**src/rtl/if_id_reg_pkg.sv**
```systemverilog
// if_id_reg_pkg: shared clear polarity, NOP encoding and pipeline-register state codes.
// Contents:
//   CLEAR_ENABLE / CLEAR_DISABLE  levels of the jump-control flush request
//   NOP_ENC                       instruction word injected into decode on a flush or bubble
//   state_e                       RUN / HOLD / DRAIN state codes
`ifndef IF_ID_REG_PKG_SV
`define IF_ID_REG_PKG_SV
package if_id_reg_pkg;
    localparam logic        CLEAR_ENABLE  = 1'b1;
    localparam logic        CLEAR_DISABLE = 1'b0;
    localparam logic [31:0] NOP_ENC       = 32'h0000_7000;
    typedef enum logic [1:0] {
        RUN   = 2'd0,
        HOLD  = 2'd1,
        DRAIN = 2'd2
    } state_e;
endpackage
`endif

```
**src/rtl/if_id_reg.sv**
```systemverilog
// if_id_reg: fetch/decode pipeline register with stall hold, flush and wrong-path drain.
// Ports:
//   clk, rst              rising-edge clock, synchronous active-low reset
//   clear                 flush request from jump control (active at CLEAR_ENABLE)
//   stall                 hold request from hazard unit, active-high
//   in_pc/in_inst/in_valid     fetch-stage payload
//   out_pc/out_inst/out_valid  registered decode-stage payload
//   draining              high while wrong-path fetches are being dropped
//   squash_cnt            count of discarded instructions (only with IF_ID_SQUASH_CNT_EN)
// Build option: define IF_ID_SQUASH_CNT_EN to add the saturating squash counter.
module if_id_reg
    import if_id_reg_pkg::*;
#(
    parameter int PC_W    = 16,
    parameter int INST_W  = 16,
    parameter int DRAIN_N = 1
) (
    input  logic              clk,
    input  logic              rst,
    input  logic              clear,
    input  logic              stall,
    input  logic [PC_W-1:0]   in_pc,
    input  logic [INST_W-1:0] in_inst,
    input  logic              in_valid,
    output logic [PC_W-1:0]   out_pc,
    output logic [INST_W-1:0] out_inst,
    output logic              out_valid,
    output logic              draining
`ifdef IF_ID_SQUASH_CNT_EN
   ,output logic [15:0]       squash_cnt
`endif
);
    localparam logic [INST_W-1:0] NOP     = INST_W'(NOP_ENC);
    localparam logic [2:0]        DRAIN_C = 3'(DRAIN_N);

    state_e            state_q, state_d;
    logic [PC_W-1:0]   pc_q, pc_d;
    logic [INST_W-1:0] inst_q, inst_d;
    logic              valid_q, valid_d;
    logic [2:0]        cnt_q, cnt_d;

    always_comb begin
        state_d = state_q;
        pc_d    = pc_q;
        inst_d  = inst_q;
        valid_d = valid_q;
        cnt_d   = cnt_q;
        if (clear == CLEAR_ENABLE) begin
            // flush kills the decode entry but keeps its pc for debug visibility
            valid_d = 1'b0;
            inst_d  = NOP;
            cnt_d   = DRAIN_C;
            state_d = DRAIN;
        end else if (stall) begin
            if (state_q != DRAIN) state_d = HOLD;
        end else if (state_q == DRAIN) begin
            // only real, unstalled fetches count as dropped wrong-path work
            if (in_valid) begin
                cnt_d = cnt_q - 3'd1;
                if (cnt_q == 3'd1) state_d = RUN;
            end
        end else begin
            state_d = RUN;
            pc_d    = in_pc;
            inst_d  = in_valid ? in_inst : NOP;
            valid_d = in_valid;
        end
    end

    always_ff @(posedge clk) begin
        if (!rst) begin
            state_q <= RUN;
            pc_q    <= '0;
            inst_q  <= NOP;
            valid_q <= 1'b0;
            cnt_q   <= 3'd0;
        end else begin
            state_q <= state_d;
            pc_q    <= pc_d;
            inst_q  <= inst_d;
            valid_q <= valid_d;
            cnt_q   <= cnt_d;
        end
    end

    assign out_pc    = pc_q;
    assign out_inst  = inst_q;
    assign out_valid = valid_q;
    assign draining  = (state_q == DRAIN);

`ifdef IF_ID_SQUASH_CNT_EN
    logic [15:0] sq_q, sq_d;
    logic        kill;

    // a flush kills at most the live decode entry; a drain cycle drops one fetch
    assign kill = (clear == CLEAR_ENABLE) ? valid_q
                                          : (!stall && state_q == DRAIN && in_valid);
    assign sq_d = (kill && sq_q != 16'hFFFF) ? sq_q + 16'd1 : sq_q;

    always_ff @(posedge clk) begin
        if (!rst) sq_q <= 16'd0;
        else      sq_q <= sq_d;
    end

    assign squash_cnt = sq_q;
`endif
endmodule

```
**config.mk**
```make
export PLATFORM = sky130hd
export DESIGN_NAME = if_id_reg
export DESIGN_NICKNAME = d
export VERILOG_FILES = /design/src/rtl/if_id_reg_pkg.sv /design/src/rtl/if_id_reg.sv
export SDC_FILE = /design/constraint.sdc
export NUM_CORES = 1
export LEC_CHECK = 0
export ABC_CLOCK_PERIOD_IN_PS = 1700
export CAP_MARGIN = 25
export CORE_ASPECT_RATIO = 0.75
export CORE_UTILIZATION = 38
export CTS_BUF_LIST = sky130_fd_sc_hd__clkbuf_8
export CTS_CLUSTER_DIAMETER = 30
export CTS_CLUSTER_SIZE = 40
export DETAILED_ROUTE_END_ITERATION = 8
export PLACE_DENSITY_LB_ADDON = 0.25
export SLEW_MARGIN = 20
export SYNTH_ARGS = -nofsm -noshare
export SYNTH_HDL_FRONTEND = slang
export SYNTH_SLANG_ARGS = --single-unit
```
**constraint.sdc**
```tcl
create_clock -name clk -period 1.7 [get_ports clk]
set_clock_uncertainty 0.15 [all_clocks]
set_input_delay 0.51 -clock clk [delete_from_list [all_inputs] [get_ports clk]]
set_output_delay 0.51 -clock clk [all_outputs]
set_load 0.05 [all_outputs]
```
[Word level (Yosys, flattened, before mapping)]
Index checks and enable logic that the tools add are counted.
Widths: inputs -> output; s select.
Cells by class
  multiplexer cells: 11
  $add $sub $neg: 1
  equal/unequal tests: 10
  reductions and logical operators: 9
  bitwise logic cells: 4
Operators by type and width (number)
  $mux 16: 1
  $reduce_and 3->1: 5
  $mux 2: 6
  $ne 3x2->1 const B: 2
  $mux 1: 4
  $ne 2x2->1 const B: 2
  $ne 4x3->1 const B: 1
  $ne 4x4->1 const B: 1
  $not 1->1: 4
  $reduce_bool 2->1: 2
  $eq 3x1->1 const B: 1
  $ne 3x3->1 const B: 1
  $sub 3x1->3 const B: 1
  $eq 2x2->1 const B: 1
  $ne 2x1->1 const B: 1
  $reduce_and 2->1: 1
  $reduce_or 2->1: 1
Word-level totals
  bits in registers: 38
  bits of input ports: 37
  logic and storage cells: 42

[Depth between registers and ports, before layout]
Gate-level depths: netlist of the first run.
  depth after elaboration: 6
  gate-level depth with buffers: 7
  gate-level depth less buffers: 4

[Worst setup path after synthesis of the first run]
Ideal clock, no wire load.
  path type: register to output
  start point: register state_q[0]
  end point: output port draining
  arrival: 1.056 ns
  cell stages (with the launch flop): 6
  buffers on the path: 3
  data required time: 1.040 ns
  slack: -0.016 ns
  cells stage by stage: dfxtp_1 -> nand2b_1 -> buf_6 -> inv_2 -> buf_2 -> buf_2
Between the ends
  longest elaborated chain between the ends: 1
RTL lines
  from (decl): line if_id_reg.sv:36  | state_e state_q, state_d;
  from (signal assigned): line if_id_reg.sv:78  | state_q <= state_d;
  $eq 2x2->1: line if_id_reg.sv:89  | assign draining = (state_q == DRAIN);
  to (decl): line if_id_reg.sv:28  | output logic draining
Every way passes these cells.

[Worst setup path in the final report of the first run]
  start point: input port clear
  end point: register pc_q[10] (netlist: out_pc[10])
Between the ends
  longest elaborated chain between the ends: 2
RTL lines
  from (decl): line if_id_reg.sv:20  | input logic clear,
  $not 1->1 (no line)
  $reduce_and 3->1 (no line)
  to (signal assigned): line if_id_reg.sv:79  | pc_q <= pc_d;
  to (decl): line if_id_reg.sv:37  | logic [PC_W-1:0] pc_q, pc_d;
Every way passes these cells.
A chain may end at the register's enable or synchronous reset.

==> results of run 1 <==
power groups by stage:
stage | combinational, W | clock [W] | sequential, W
2_1_floorplan | 0.000135 | 0 | 0.00104
4_1_cts | 0.000478 | 0.000648 | 0.000950
5_1_grt | 0.000507 | 0.000685 | 0.000953
3_5_place_dp | 0.000467 | 0 | 0.000971
6_report | 0.000481 | 0.000637 | 0.000951
3_3_place_gp | 0.000459 | 0 | 0.000969
state kept, by name, summed over array words and instances, names as in the netlist:
| signal | count |
|---|---|
| out_valid | 1 |
| out_inst | 16 |
| out_pc | 16 |
| cnt_q | 3 |
| state_q | 2 |
per-layer routing:
metal / share of wire [%] / up-vias / track usage (%)
met5: 0 / - / 0
met4: 0.77 / 0 / 5.77
met3: 6.3 / 4 / 6.40
met2: 50 / 65 / 38.1
met1: 43 / 739 / 24.0
li1: - / 765 / -
critical path, cell delays in order:
cell,delay (ps)
clkdlybuf4s50_1,450
or3_1,440
buf_12,190
mux2i_1,170
per-stage QoR:
step	util [%]	power, W	hold slack, ps	cell area (um2)
finish	74.9	0.00207	352	2850
detailed placement	71.6	0.00144	342	2720
CTS	74.5	0.00208	354	2830
floorplan	-	0.00118	328	1570
global placement	71.6	0.00143	331	2720
global route	74.9	0.00215	363	2850
Yosys cell counts (all sizes together):
library cell  count
dfxtp            38
nand2            33
a21oi            17
o21ai            17
mux2i            16
nand4            14
clkbuf            9
buf               8
inv               4
nor4b             3
ha                2
nand2b            2
o21a              2
a211o             1
a211oi            1
a41oi             1
and4bb            1
clkinv            1
nand3             1
nor2              1
nor2b             1
nor3              1
or3               1
xnor2             1
worst paths after layout:
check | to | slack (ps) | start
min | out_pc[9]$_SDFFE_PN0P_ | 350 | out_pc[9]$_SDFFE_PN0P_
min reg2reg | out_pc[9]$_SDFFE_PN0P_ | 350 | out_pc[9]$_SDFFE_PN0P_
max reg2reg | out_pc[10]$_SDFFE_PN0P_ | 120 | state_q[0]$_SDFFE_PP0P_
max | out_pc[10]$_SDFFE_PN0P_ | 0.6 | clear
final cells by class:
type	count	area [um2]
Timing Repair Buffer	88	1200
Fill cell	272	956
Sequential cell	38	761
Multi-Input combinational cell	116	708
Clock buffer	6	82.6
Tap cell	52	65.1
Inverter	5	21.3
Clock inverter	2	8.76
what timing repair did:
item                       4_1_cts  5_1_grt
buffers inserted                 2        0
gates resized for setup          1        2
setup endpoints to repair        1        9
logic make-up (layout without fill, tap and decap cells):
kind of cell	after synthesis	after routing	share of synthesized area, %
fa+ha+maj	2	2	1.60
flops	38	38	48.7
mux	16	16	10.2
simple gates	58	58	18.5
buf+inv	22	101	6.96
xor+xnor	1	1	0.561
compound gates	39	39	13.5
placed cells by master, fill, tap and decap left out, types with 2 or more instances in the layout:
cell type,n
a21oi_1,17
buf_12,36
buf_4,16
clkbuf_8,6
clkdlybuf4s50_1,36
dfxtp_1,38
ha_1,2
inv_1,4
mux2i_1,16
nand2_1,33
nand4_1,14
nor4b_1,3
o21a_1,2
o21ai_0,17
==> impl_metrics.csv, run 1 <==
group,metric,value,unit
status,status,"completed",
power_and_ir_drop,switching_power,0.000574,W
grt,grt_max_degree,21,
sta,rsz0062_at_grt,"yes",
clock_network,ctsHoldBuffers,0,
setup_path,critical_path_class,"input port to flip-flop",
floorplanning,rows,19,
setup_path,crit_required,1760,ps
floorplanning,ioPinCount,71,
min_path,min_path_type,"flip-flop to flip-flop",
clock_network,cts-root-buf,"clkbuf_8",
sta,maxSlewHeadroom,76.8,%
clock_network,cts_tree,"yes",
drt,vias_per_cell,5.12,
sta,setup_viol,0,
power_and_ir_drop,p_int,0.00149,W
synthesis,yosysWarnings,0,
final_layout,layout.nets,293,
min_path,min_path_cells,2,
drt,wl_per_cell,14.4,um
drt,drt_iter0_drc,74,
floorplanning,floorplan.initialDensity,41.1,%
placed_design,placedCellCount,297,
grt,gr-total-overflow,0,
power_and_ir_drop,pwr-share-comb,23.3,%
clock_network,cts_max_level,2,
placed_design,place.port_buffers,70,
setup_path,reg2reg_depth,6,
clock_network,clockBufferDepth,2,
synthesis,netlist_area,1560,um2
sta,max_freq,0.588,GHz
sta,min_period,1700,ps
power_and_ir_drop,p_seq_share,46.0,%
setup_path,crit_fanout,16,
sta,finalMaxSlewViolations,0,
clock_network,cts.sinks,38,
power_and_ir_drop,irDropWorstVdd,523,uV
synthesis,yosysTopAreaCellShare,48.7,%
final_layout,syn2layout_area_growth,82.2,%
placed_design,dp_slack,-295,ps
grt,grt_pass1_wl,7080,um
power_and_ir_drop,p_leak,1.17,nW
drt,dr.pass1.iters,4,
sta,final-hold-violation-count,0,
job,cap_violations,0,
clock_network,clk_pin_slew,70,ps
floorplanning,die_x,76.1,um
synthesis,syn_area_per_cell,8.88,um2
setup_path,crit_arrival,1760,ps
synthesis,synth_nets,215,
floorplanning,chipHeight,57.5,um
synthesis,synth_largest_area_cell,"dfxtp_1",
final_layout,final_cells,307,
final_layout,diodes,0,
sta,post-route-worst-setup-slack,0.607,ps
floorplanning,core,3800,um2
grt,antenna_found_initial,0,
grt,grt_pass1_vias,1536,
final_layout,drive_above_1_share,24.7,%
setup_path,end_kind,"flip-flop",
setup_path,cp-start-kind,"input port",
power_and_ir_drop,p_clk_share,30.8,%
synthesis,yosys-top-cells-area,"dfxtp_1 (49%), mux2i_1 (10%), nand2_1 (7.9%)",
clock_network,cts_inserted_buffers,5,
placed_design,routabilityCongestion,0.730,
placed_design,dp_hpwl,3160,um
synthesis,synth_seq_cells,38,
clock_network,insertion_delay,290,ps
grt,grt_usage,20.9,%
sta,period_share,100,%
synthesis,synth-seq-area-share,48.7,%
sta,tightest_slew,343,ps
drt,drt-total-wl,4410,um
sta,setup_tns,0,ps
synthesis,synth_cell_types,27,
drt,vias,1573,
drt,drc,0,
power_and_ir_drop,p_sw_share,27.8,%
synthesis,synthCells,176,
floorplanning,fp.dieArea,4380,um2
power_and_ir_drop,cellPowerDensity,726,nW/um2
drt,antenna_left,0,
No activity file was read; power rests on OpenSTA's default activity.
==> run 2, diff against run 1 <==
--- a/config.mk
+++ b/config.mk
@@ -7,8 +7,10 @@
 export LEC_CHECK = 0
 export ABC_CLOCK_PERIOD_IN_PS = 1700
 export CAP_MARGIN = 25
+export CELL_PAD_IN_SITES_DETAIL_PLACEMENT = 2
+export CELL_PAD_IN_SITES_GLOBAL_PLACEMENT = 2
 export CORE_ASPECT_RATIO = 0.75
-export CORE_UTILIZATION = 38
+export CORE_UTILIZATION = 21
 export CTS_BUF_LIST = sky130_fd_sc_hd__clkbuf_8
 export CTS_CLUSTER_DIAMETER = 30
 export CTS_CLUSTER_SIZE = 40
==> constraint.sdc (replaced) <==
create_clock -name clk -period 1.7 [get_ports clk]
set_clock_uncertainty 0.15 [all_clocks]
set_input_delay 0.34 -clock clk [delete_from_list [all_inputs] [get_ports clk]]
set_output_delay 0.34 -clock clk [all_outputs]
set_load 0.05 [all_outputs]
==> impl_metrics.csv, run 2 (synthesis gave the netlist of run 1 again) <==
group,metric,value,unit
final_layout,drive_above_1_share,23.0,%
power_and_ir_drop,p_seq_share,46.1,%
grt,antenna_found_initial,0,
sta,setup_viol,0,
power_and_ir_drop,p_clk_share,30.9,%
setup_path,end_kind,"primary output",
placed_design,placedCellCount,342,
clock_network,cts.sinks,38,
clock_network,clk_pin_slew,70,ps
setup_path,critPathBufInv,3,
grt,gr-total-overflow,0,
sta,final-hold-violation-count,0,
power_and_ir_drop,p_sw_share,27.9,%
final_layout,utilization,41.0,%
floorplanning,floorplan.initialDensity,22.3,%
final_layout,nFillCells,732,
setup_path,slowest_delay,310,ps
final_layout,diodes,0,
min_path,min_path_type,"flip-flop to flip-flop",
grt,grt_max_degree,20,
drt,vias,1566,
placed_design,place.port_buffers,70,
final_layout,layout_common_cells,"dfxtp_1 (38), clkdlybuf4s50_1 (36), buf_12 (36), nand2_1 (33)",
setup_path,crit_fanout,19,
setup_path,crit_required,1210,ps
power_and_ir_drop,irDropWorstVdd,267,uV
final_layout,final_area,2870,um2
final_layout,final_common_cell,"dfxtp_1",
drt,vias_per_cell,4.47,
setup_path,crit_arrival,1150,ps
power_and_ir_drop,pwr-share-comb,23.1,%
setup_path,cp-start-kind,"flip-flop",
floorplanning,core,6990,um2
setup_path,crit_family,"buffers and inverters",
final_layout,regArea,761,um2
sta,tightest_slew,296,ps
drt,dr.pass1.iters,4,
sta,period_share,96.4,%
clock_network,cts_tree,"yes",
setup_path,cp_slowest_cell,"dfxtp_1",
power_and_ir_drop,switching_power,0.000576,W
clock_network,cts_max_level,2,
clock_network,insertion_delay,290,ps
placed_design,place_area,2760,um2
placed_design,routabilityCongestion,0.690,
sta,min_period,1640,ps
clock_network,cts-root-buf,"clkbuf_8",
placed_design,dp_hpwl,3910,um
final_layout,multiInputGateArea,693,um2
sta,finalMaxSlewViolations,0,
clock_network,cts_inserted_buffers,5,
power_and_ir_drop,total_power,0.00206,W
setup_path,cp_cell_sequence,"nand2b_1 > inv_2 > buf_12 > buf_12",
sta,rsz0062_at_grt,"no",
power_and_ir_drop,cellPowerDensity,720,nW/um2
status,status,"completed",
floorplanning,die_x,102,um
drt,drc,0,
floorplanning,rows,26,
grt,grt_pass1_vias,1709,
drt,drt-total-wl,5210,um
grt,grt_pass1_wl,8640,um
drt,antenna_left,0,
final_layout,final_cells,350,
power_and_ir_drop,p_int,0.00149,W
grt,grt_usage,14.4,%
sta,max_freq,0.610,GHz
setup_path,cpMostUsedCell,"buf_12",
drt,drt_iter0_drc,26,
power_and_ir_drop,p_leak,1.15,nW
job,cap_violations,0,
clock_network,clockBufferDepth,2,
floorplanning,chipHeight,76.7,um
drt,wl_per_cell,14.9,um
setup_path,critical_path_class,"flip-flop to primary output",
sta,maxSlewHeadroom,80.2,%
final_layout,layout.nets,290,
final_layout,syn2layout_area_growth,83.3,%
floorplanning,ioPinCount,71,
floorplanning,fp.dieArea,7790,um2
run 2: changes by cell type in the layout (fill, tap and decap cells not counted):
cell	change
a41oi_1	+1
a41oi_2	-1
buf_4	-3
inv_2	+1
inv_4	-1
nand2b_1	+1
nand2b_4	-1
run 2: final timing paths:
kind / from / endpoint / slack, ps / cells after the start
max: state_q[0]$_SDFFE_PP0P_ / draining / 60 / 4
min: out_pc[6]$_SDFFE_PN0P_ / out_pc[6]$_SDFFE_PN0P_ / 350 / 2
max reg2reg: state_q[0]$_SDFFE_PP0P_ / out_pc[3]$_SDFFE_PN0P_ / 230 / 5
min reg2reg: out_pc[6]$_SDFFE_PN0P_ / out_pc[6]$_SDFFE_PN0P_ / 350 / 2
run 2: area by class of cell:
cell class	count	area share (%)
clock inverters	2	0.306
multi-input cells	116	24.2
repair buffers	85	41.1
clock buffers	6	2.88
flip-flops and latches	38	26.6
inverters	5	0.655
well taps	98	4.28
run 2: power by group through the flow:
stage | registers [W] | clock network (W) | logic (W)
finish | 0.000950 | 0.000637 | 0.000476
global route | 0.000955 | 0.000699 | 0.000504
CTS | 0.000951 | 0.000668 | 0.000480
detailed placement | 0.000972 | 0 | 0.000474
global placement | 0.000971 | 0 | 0.000467
floorplan | 0.00104 | 0 | 0.000134
run 2: worst min-delay path, delay by kind of cell (launching register included):
kind             cells  cell delay, ps
AND/OR/NAND/NOR      1              60
flip-flops           1             340
multiplexers         1              60
run 2: per-layer routing:
metal / wire length [um] / GRT usage [%] / part of all wire, % / up-vias
met2: 2440 / 23.4 / 47 / 34
met4: 64 / 5.22 / 1.2 / 0
met3: 204 / 3.46 / 3.9 / 5
li1: - / - / - / 758
met5: 0 / 0 / 0 / -
met1: 2500 / 18.3 / 48 / 769
run 2: stage by stage:
step / hold WS, ps / TNS (ps) / setup slack [ps]
2_1_floorplan: 314 / 0 / 154
3_3_place_gp: 335 / -2300 / -130
3_5_place_dp: 349 / -3290 / -185
4_1_cts: 360 / 0 / 7.48
5_1_grt: 370 / 0 / 7.62
6_report: 349 / 0 / 60.7
run 2: repair_timing:
action                                  4_1_cts  5_1_grt
buffers inserted                              0        0
endpoints found under the setup margin        1        1
gates resized for setup                       2        1
hold buffers                                  0        0
==> run 3, diff against run 2 <==
--- a/config.mk
+++ b/config.mk
@@ -20,3 +20,4 @@
 export SYNTH_ARGS = -nofsm -noshare
 export SYNTH_HDL_FRONTEND = slang
 export SYNTH_SLANG_ARGS = --single-unit
+export TNS_END_PERCENT = 10
==> results of run 3 <==
The final DEF is identical to that of run 2; final timing and power are the same.
